### src/rtl/sync_word_serializer_pkg.sv
// Serial-link constants shared by the sync word serializer and the pattern detector.
// Sync pattern, idle line level and serializer FSM state encodings.
package sync_word_serializer_pkg;

    localparam int unsigned           SER_SYNC_W   = 4;
    localparam logic [SER_SYNC_W-1:0] SER_SYNC_PAT = 4'b0110;
    localparam logic                  SER_IDLE_BIT = 1'b1;

    typedef enum logic [2:0] {
        StIdle = 3'b000,
        StSync = 3'b001,
        StData = 3'b010,
        StPar  = 3'b011
    } ser_state_e;

    // Bit-index counter width able to address both the sync pattern and the payload.
    function automatic int unsigned ser_cnt_w(input int unsigned data_w,
                                              input int unsigned sync_w);
        int unsigned m;
        m = (data_w > sync_w) ? data_w : sync_w;
        return (m > 1) ? $clog2(m) : 1;
    endfunction

endpackage

### src/rtl/sync_word_serializer_bit_shift_out.sv
// Payload word register with a down-counting bit index and last-bit flag.
// Parity output exists only when SYNC_SER_PARITY_EN is defined.
module sync_word_serializer_bit_shift_out #(
    parameter int unsigned DATA_W = 8,
    parameter int unsigned CNT_W  = 3
) (
    input  logic              clk,
    input  logic              rst_n,
    input  logic              load_word,
    input  logic [DATA_W-1:0] word_in,
    input  logic              cnt_load,
    input  logic [CNT_W-1:0]  cnt_init,
    input  logic              cnt_dec,
    output logic [CNT_W-1:0]  cnt,
    output logic              data_bit,
    output logic              last
`ifdef SYNC_SER_PARITY_EN
    ,
    output logic              parity
`endif
);

    logic [DATA_W-1:0] word_q;
    logic [CNT_W-1:0]  cnt_q;

    always_ff @(posedge clk or negedge rst_n) begin
        if (!rst_n) begin
            word_q <= '0;
            cnt_q  <= '0;
        end else begin
            if (load_word) begin
                word_q <= word_in;
            end
            if (cnt_load) begin
                cnt_q <= cnt_init;
            end else if (cnt_dec) begin
                cnt_q <= cnt_q - 1'b1;
            end
        end
    end

    // The index walks from MSB down to bit 0, so the word goes out MSB first.
    assign data_bit = |(word_q & (DATA_W'(1) << cnt_q));
    assign cnt      = cnt_q;
    assign last     = (cnt_q == '0);

`ifdef SYNC_SER_PARITY_EN
    assign parity = ^word_q;
`endif

endmodule

### src/rtl/sync_word_serializer.sv
// Frames parallel words as sync pattern + MSB-first payload on a bit-enable paced line.
// Define SYNC_SER_PARITY_EN to append an even-parity bit after the payload.
module sync_word_serializer
    import sync_word_serializer_pkg::*;
#(
    parameter int unsigned       DATA_W   = 8,
    parameter int unsigned       SYNC_W   = SER_SYNC_W,
    parameter logic [SYNC_W-1:0] SYNC_PAT = SER_SYNC_PAT,
    parameter logic              IDLE_BIT = SER_IDLE_BIT
) (
    input  logic              clk,
    input  logic              rst_n,
    input  logic              bit_en,
    input  logic [DATA_W-1:0] data_in,
    input  logic              data_valid,
    output logic              data_ready,
    output logic              dout_bit,
    output logic              dout_valid,
    output logic              frame_start,
    output logic              busy
);

    localparam int unsigned      CNT_W      = ser_cnt_w(DATA_W, SYNC_W);
    localparam logic [CNT_W-1:0] SYNC_FIRST = CNT_W'(SYNC_W - 1);
    localparam logic [CNT_W-1:0] DATA_FIRST = CNT_W'(DATA_W - 1);

    ser_state_e       state_q, state_d;
    logic             dout_bit_q, dout_bit_d;
    logic             dout_valid_q, dout_valid_d;
    logic             frame_start_q, frame_start_d;
    logic             data_ready_q, data_ready_d;

    logic             accept;
    logic             cnt_load;
    logic [CNT_W-1:0] cnt_init;
    logic             cnt_dec;
    logic [CNT_W-1:0] cnt;
    logic             data_bit;
    logic             last;
    logic             sync_bit;
    logic             sync_first;
`ifdef SYNC_SER_PARITY_EN
    logic             parity;
`endif

    sync_word_serializer_bit_shift_out #(
        .DATA_W (DATA_W),
        .CNT_W  (CNT_W)
    ) u_shift (
        .clk       (clk),
        .rst_n     (rst_n),
        .load_word (accept),
        .word_in   (data_in),
        .cnt_load  (cnt_load),
        .cnt_init  (cnt_init),
        .cnt_dec   (cnt_dec),
        .cnt       (cnt),
        .data_bit  (data_bit),
        .last      (last)
`ifdef SYNC_SER_PARITY_EN
        ,
        .parity    (parity)
`endif
    );

    assign accept     = data_valid & data_ready_q;
    assign sync_bit   = |(SYNC_PAT & (SYNC_W'(1) << cnt));
    assign sync_first = (cnt == SYNC_FIRST);

    always_comb begin
        state_d       = state_q;
        dout_bit_d    = dout_bit_q;
        dout_valid_d  = dout_valid_q;
        frame_start_d = 1'b0;
        cnt_load      = 1'b0;
        cnt_init      = '0;
        cnt_dec       = 1'b0;

        case (state_q)
            StIdle: begin
                // The last frame bit stays on the line until the next tick retires it.
                if (bit_en && dout_valid_q) begin
                    dout_bit_d   = IDLE_BIT;
                    dout_valid_d = 1'b0;
                end
                if (accept) begin
                    state_d  = StSync;
                    cnt_load = 1'b1;
                    cnt_init = SYNC_FIRST;
                end
            end
            StSync: begin
                if (bit_en) begin
                    if (sync_first && dout_valid_q) begin
                        // Accepted before the previous frame was retired: idle one period first.
                        dout_bit_d   = IDLE_BIT;
                        dout_valid_d = 1'b0;
                    end else begin
                        dout_bit_d    = sync_bit;
                        dout_valid_d  = 1'b1;
                        frame_start_d = sync_first;
                        if (last) begin
                            state_d  = StData;
                            cnt_load = 1'b1;
                            cnt_init = DATA_FIRST;
                        end else begin
                            cnt_dec = 1'b1;
                        end
                    end
                end
            end
            StData: begin
                if (bit_en) begin
                    dout_bit_d = data_bit;
                    if (last) begin
`ifdef SYNC_SER_PARITY_EN
                        state_d = StPar;
`else
                        state_d = StIdle;
`endif
                    end else begin
                        cnt_dec = 1'b1;
                    end
                end
            end
`ifdef SYNC_SER_PARITY_EN
            StPar: begin
                if (bit_en) begin
                    dout_bit_d = parity;
                    state_d    = StIdle;
                end
            end
`endif
            default: state_d = StIdle;
        endcase

        data_ready_d = (state_d == StIdle);
    end

    always_ff @(posedge clk or negedge rst_n) begin
        if (!rst_n) begin
            state_q       <= StIdle;
            dout_bit_q    <= IDLE_BIT;
            dout_valid_q  <= 1'b0;
            frame_start_q <= 1'b0;
            data_ready_q  <= 1'b0;
        end else begin
            state_q       <= state_d;
            dout_bit_q    <= dout_bit_d;
            dout_valid_q  <= dout_valid_d;
            frame_start_q <= frame_start_d;
            data_ready_q  <= data_ready_d;
        end
    end

    assign data_ready  = data_ready_q;
    assign dout_bit    = dout_bit_q;
    assign dout_valid  = dout_valid_q;
    assign frame_start = frame_start_q;
    assign busy        = (state_q != StIdle);

endmodule

### config.mk
export PLATFORM = sky130hd
export DESIGN_NAME = sync_word_serializer
export DESIGN_NICKNAME = d
export VERILOG_FILES = /design/src/rtl/sync_word_serializer_pkg.sv /design/src/rtl/sync_word_serializer_bit_shift_out.sv /design/src/rtl/sync_word_serializer.sv
export SDC_FILE = /design/constraint.sdc
export NUM_CORES = 1
export LEC_CHECK = 0
export CAP_MARGIN = 5
export CORE_AREA = 2 2 60 62
export CTS_CLUSTER_DIAMETER = 100
export DETAILED_ROUTE_END_ITERATION = 8
export DIE_AREA = 0 0 62 64
export PLACE_DENSITY = 0.53
export SLEW_MARGIN = 5
export SYNTH_ARGS = -nofsm -noshare
export SYNTH_HDL_FRONTEND = slang
export SYNTH_SLANG_ARGS = --single-unit
### constraint.sdc
create_clock -name clk -period 2.36 [get_ports clk]
set_clock_uncertainty 0.1 [all_clocks]
set_input_delay 0.472 -clock clk [delete_from_list [all_inputs] [get_ports clk]]
set_output_delay 0.472 -clock clk [all_outputs]
set_load 0.02 [all_outputs]
==> results.md <==
- Compound-Gate Fraction of Synth Area: 18.0%
- TritonCTS buffer count: 3
- NumNets Final: 121
- Vias: 704
- Post-CTS setup buffers: 0
- Final setup fails: 0
- First-pass GRT wire length: 3.37 mm
- Clk_lat worst skew: 0.29 ns
- Vias in the first global route: 722
- Max IR drop VDD: 0.253 mV
- P per Cell Area: 778 nW/um2
- Post-synth EDFFs: 0
- Switching power: 0.315 mW
- N_diodes: 0
- Post-Synth XOR/XNOR Area: 0.925%
- Crit-path slowest cell: clkdlybuf4s50_1
- Top cells by area, synth: dfrtp_1, mux2_2, ha_1
- HP Class: in -> async
- Warnings from Yosys: 0
- CTS tree: done
- CTS H-Tree Depth: 1
- Post-synth ARST share: 100%
- Mux cell area share after synthesis: 9.51%
- Die Area: 3970 um2
- Total global-route track usage: 11.2%
- Mean Syn Cell Area: 11.6 um2
- Hold Buf Count CTS: 0
- CP bufs+invs: 1
- Sw frac: 33.5%
- Top-count cell post-synth: dfrtp_1
- P_int: 0.625 mW
- Post-synth top area cell: dfrtp_1
- Seq pwr share: 44.9%
- Initial antenna violation count: 0
- Share of the synthesized area in the top cell type: 44.9%
- Routed wire length: 1.95 mm
- Adder-Cell Fraction of Synth Area: 6.61%
- Worst path required time: 1.79 ns
- HPWL after DPL: 1.46 mm
- Leakage Power: 0.517 nW
- Crit-path max FO: 2
- Initial Util: 28.8%
- Register area share after synthesis: 47.7%
- Clock Sinks: 18
- Simple logic cell fraction of the synthesized area: 14.9%
- Chip width: 62 um
- Grt total ovfl: 0
- Syn Nets: 99
- Actual slew at the worst max-slew pin: 0.571 ns
- IO Count: 17
- Worst EP arrival: 1.44 ns
- Setup CP Type: reg -> out
- Comb power frac: 34.3%
- Final period utilization: 85.4%
- Worst-path clk slew: 0.11 ns
- Iteration count of the initial detailed-routing pass: 4
- CP Launch Type: flip-flop
- Total of fill cells in the finished design: 327
- # DRC: 0
- Final hold vios: 0
- Wire length per cell: 13.1 um
- Final Critical Period: 2.01 ns
- Synth top cells by count: dfrtp_1, mux2_2, a22oi_1, ha_1, nand2_1
- Slew margin rel.: 61.8%
- Row count: 21
- RSZ-0062 raised after global routing: no
- Core box area: 3280 um2
- Synth cell types: 35
- DRC violation total after the first TritonRoute iteration: 19
- GPL Wtd Cong: 0.865
- Max-slew violations: 0
- Setup_tns: 0 ns
- Port Buffer Count: 16
- Die Ht: 64 um
- Layout cells sized above 1: 16.5%
- Netlist Area Pre-Place: 947 um2
- Worst path max stage delay: 0.60 ns
- Combinational family with the most area after synthesis: compound AO/OA/AOI/OAI gates
- Area grow syn2layout: 27.5%
- Delay-heaviest family, CP: buffers and inverters
- Number of nets with antenna violations after routing: 0
- Worst path cell trace: clkdlybuf4s50_1
- Max cap viols: 0
- Outcome: complete, no violations
- Synthesized netlist cell count: 82
- Synth Register Bits: 18
- Worst Hold Slack: 0.390 ns
- CP Capture Type: output pin
- Clock Tree Root: clkbuf_4
- Clock Path Buffers: 2
- Top_reg_cell synth: dfrtp_1
- Vias per cell: 4.72
- Largest net degree at the start of global routing: 19
- PostCTS Resize Cnt: 0
- Fmax: 496 MHz
- Clock group share of total power: 20.7%
-- layout make-up --
cell class	instances	area, um2	area share [%]
Clock buffer	4	36.3	3.01
Inverter	2	7.51	0.622
Multi-Input combinational cell	61	477	39.5
Sequential cell	18	452	37.4
Tap cell	46	57.6	4.77
Timing Repair Buffer	18	178	14.7
-- final timing paths --
path	start	end	slack, ns	cells after the start
worst min register to register	dout_bit	dout_bit	0.43	1
worst max register to register	u_shift.cnt[0]	dout_bit	0.58	6
max in group asynchronous	rst_n	dout_bit	1.51	2
min in group clk	dout_bit	dout_bit	0.43	1
worst max-delay path	dout_bit	dout_bit	0.35	1
worst min-delay path	rst_n	u_shift.word_q[0]	0.39	2
-- flip-flops by register name, summed over array words and instances (netlist names) --
name	cells
state_q	3
frame_start	1
dout_bit	1
u_shift.cnt	3
data_ready	1
dout_valid	1
u_shift.word_q	8
-- worst register-to-register path: stages (launching register included) --
cell	delay (ns)
dfrtp_1	0.42
inv_1	0.14
ha_1	0.31
a22oi_1	0.14
a211o_1	0.27
a22oi_1	0.18
o32a_1	0.16
-- routing by layer --
metal / vias to the layer above / share of wire, % / GRT usage [%]
met2: 11 / 47 / 16.1
met5: - / 0 / 0
met4: 0 / 1.2 / 4.79
li1: 351 / - / -
met1: 340 / 49 / 15.9
met3: 2 / 3.1 / 2.43
-- cell usage in the layout (no fill, tap or decap), types with 2 or more instances in the layout --
cell | Yosys | routed
clkbuf_4 | 0 | 3
nor2_1 | 4 | 4
ha_1 | 5 | 5
a22oi_1 | 5 | 5
nand2_1 | 5 | 5
inv_1 | 2 | 2
o21ai_0 | 2 | 2
a21oi_1 | 3 | 3
nand2b_1 | 2 | 2
clkdlybuf4s50_1 | 0 | 15
o211ai_1 | 2 | 2
mux2_2 | 8 | 8
dfrtp_1 | 17 | 17
buf_4 | 0 | 2
a21o_1 | 2 | 2
nor2b_1 | 3 | 3
-- through the flow --
| step | area [um2] | std cells | worst slack (ns) | utilization, % | total power, mW |
|---|---|---|---|---|---|
| 2_1_floorplan | 947 | 82 | 0.782 | - | 0.635 |
| 3_3_place_gp | 1170 | 145 | 0.396 | 35.6 | 0.749 |
| 3_5_place_dp | 1170 | 145 | 0.395 | 35.6 | 0.750 |
| 4_1_cts | 1200 | 149 | 0.0488 | 36.7 | 0.949 |
| 5_1_grt | 1210 | 149 | 0.307 | 36.8 | 1.01 |
| 6_report | 1210 | 149 | 0.345 | 36.8 | 0.940 |
-- power by group through the flow --
stage / sequential, mW / combinational (mW) / clock, mW
2_1_floorplan: 0.434 / 0.201 / 0
3_3_place_gp: 0.427 / 0.322 / 0
3_5_place_dp: 0.428 / 0.322 / 0
4_1_cts: 0.422 / 0.327 / 0.200
5_1_grt: 0.431 / 0.359 / 0.215
6_report: 0.422 / 0.323 / 0.195
-- cell families after synthesis --
family	count (synthesis)
other	1
and+or+nand+nor	23
AOI/OAI and AO/OA	23
xor gates and xnor gates	1
adders and majority gates	5
DFF	18
muxes	8
buffers and inverters	3
Power figures use the tool's default switching activity.
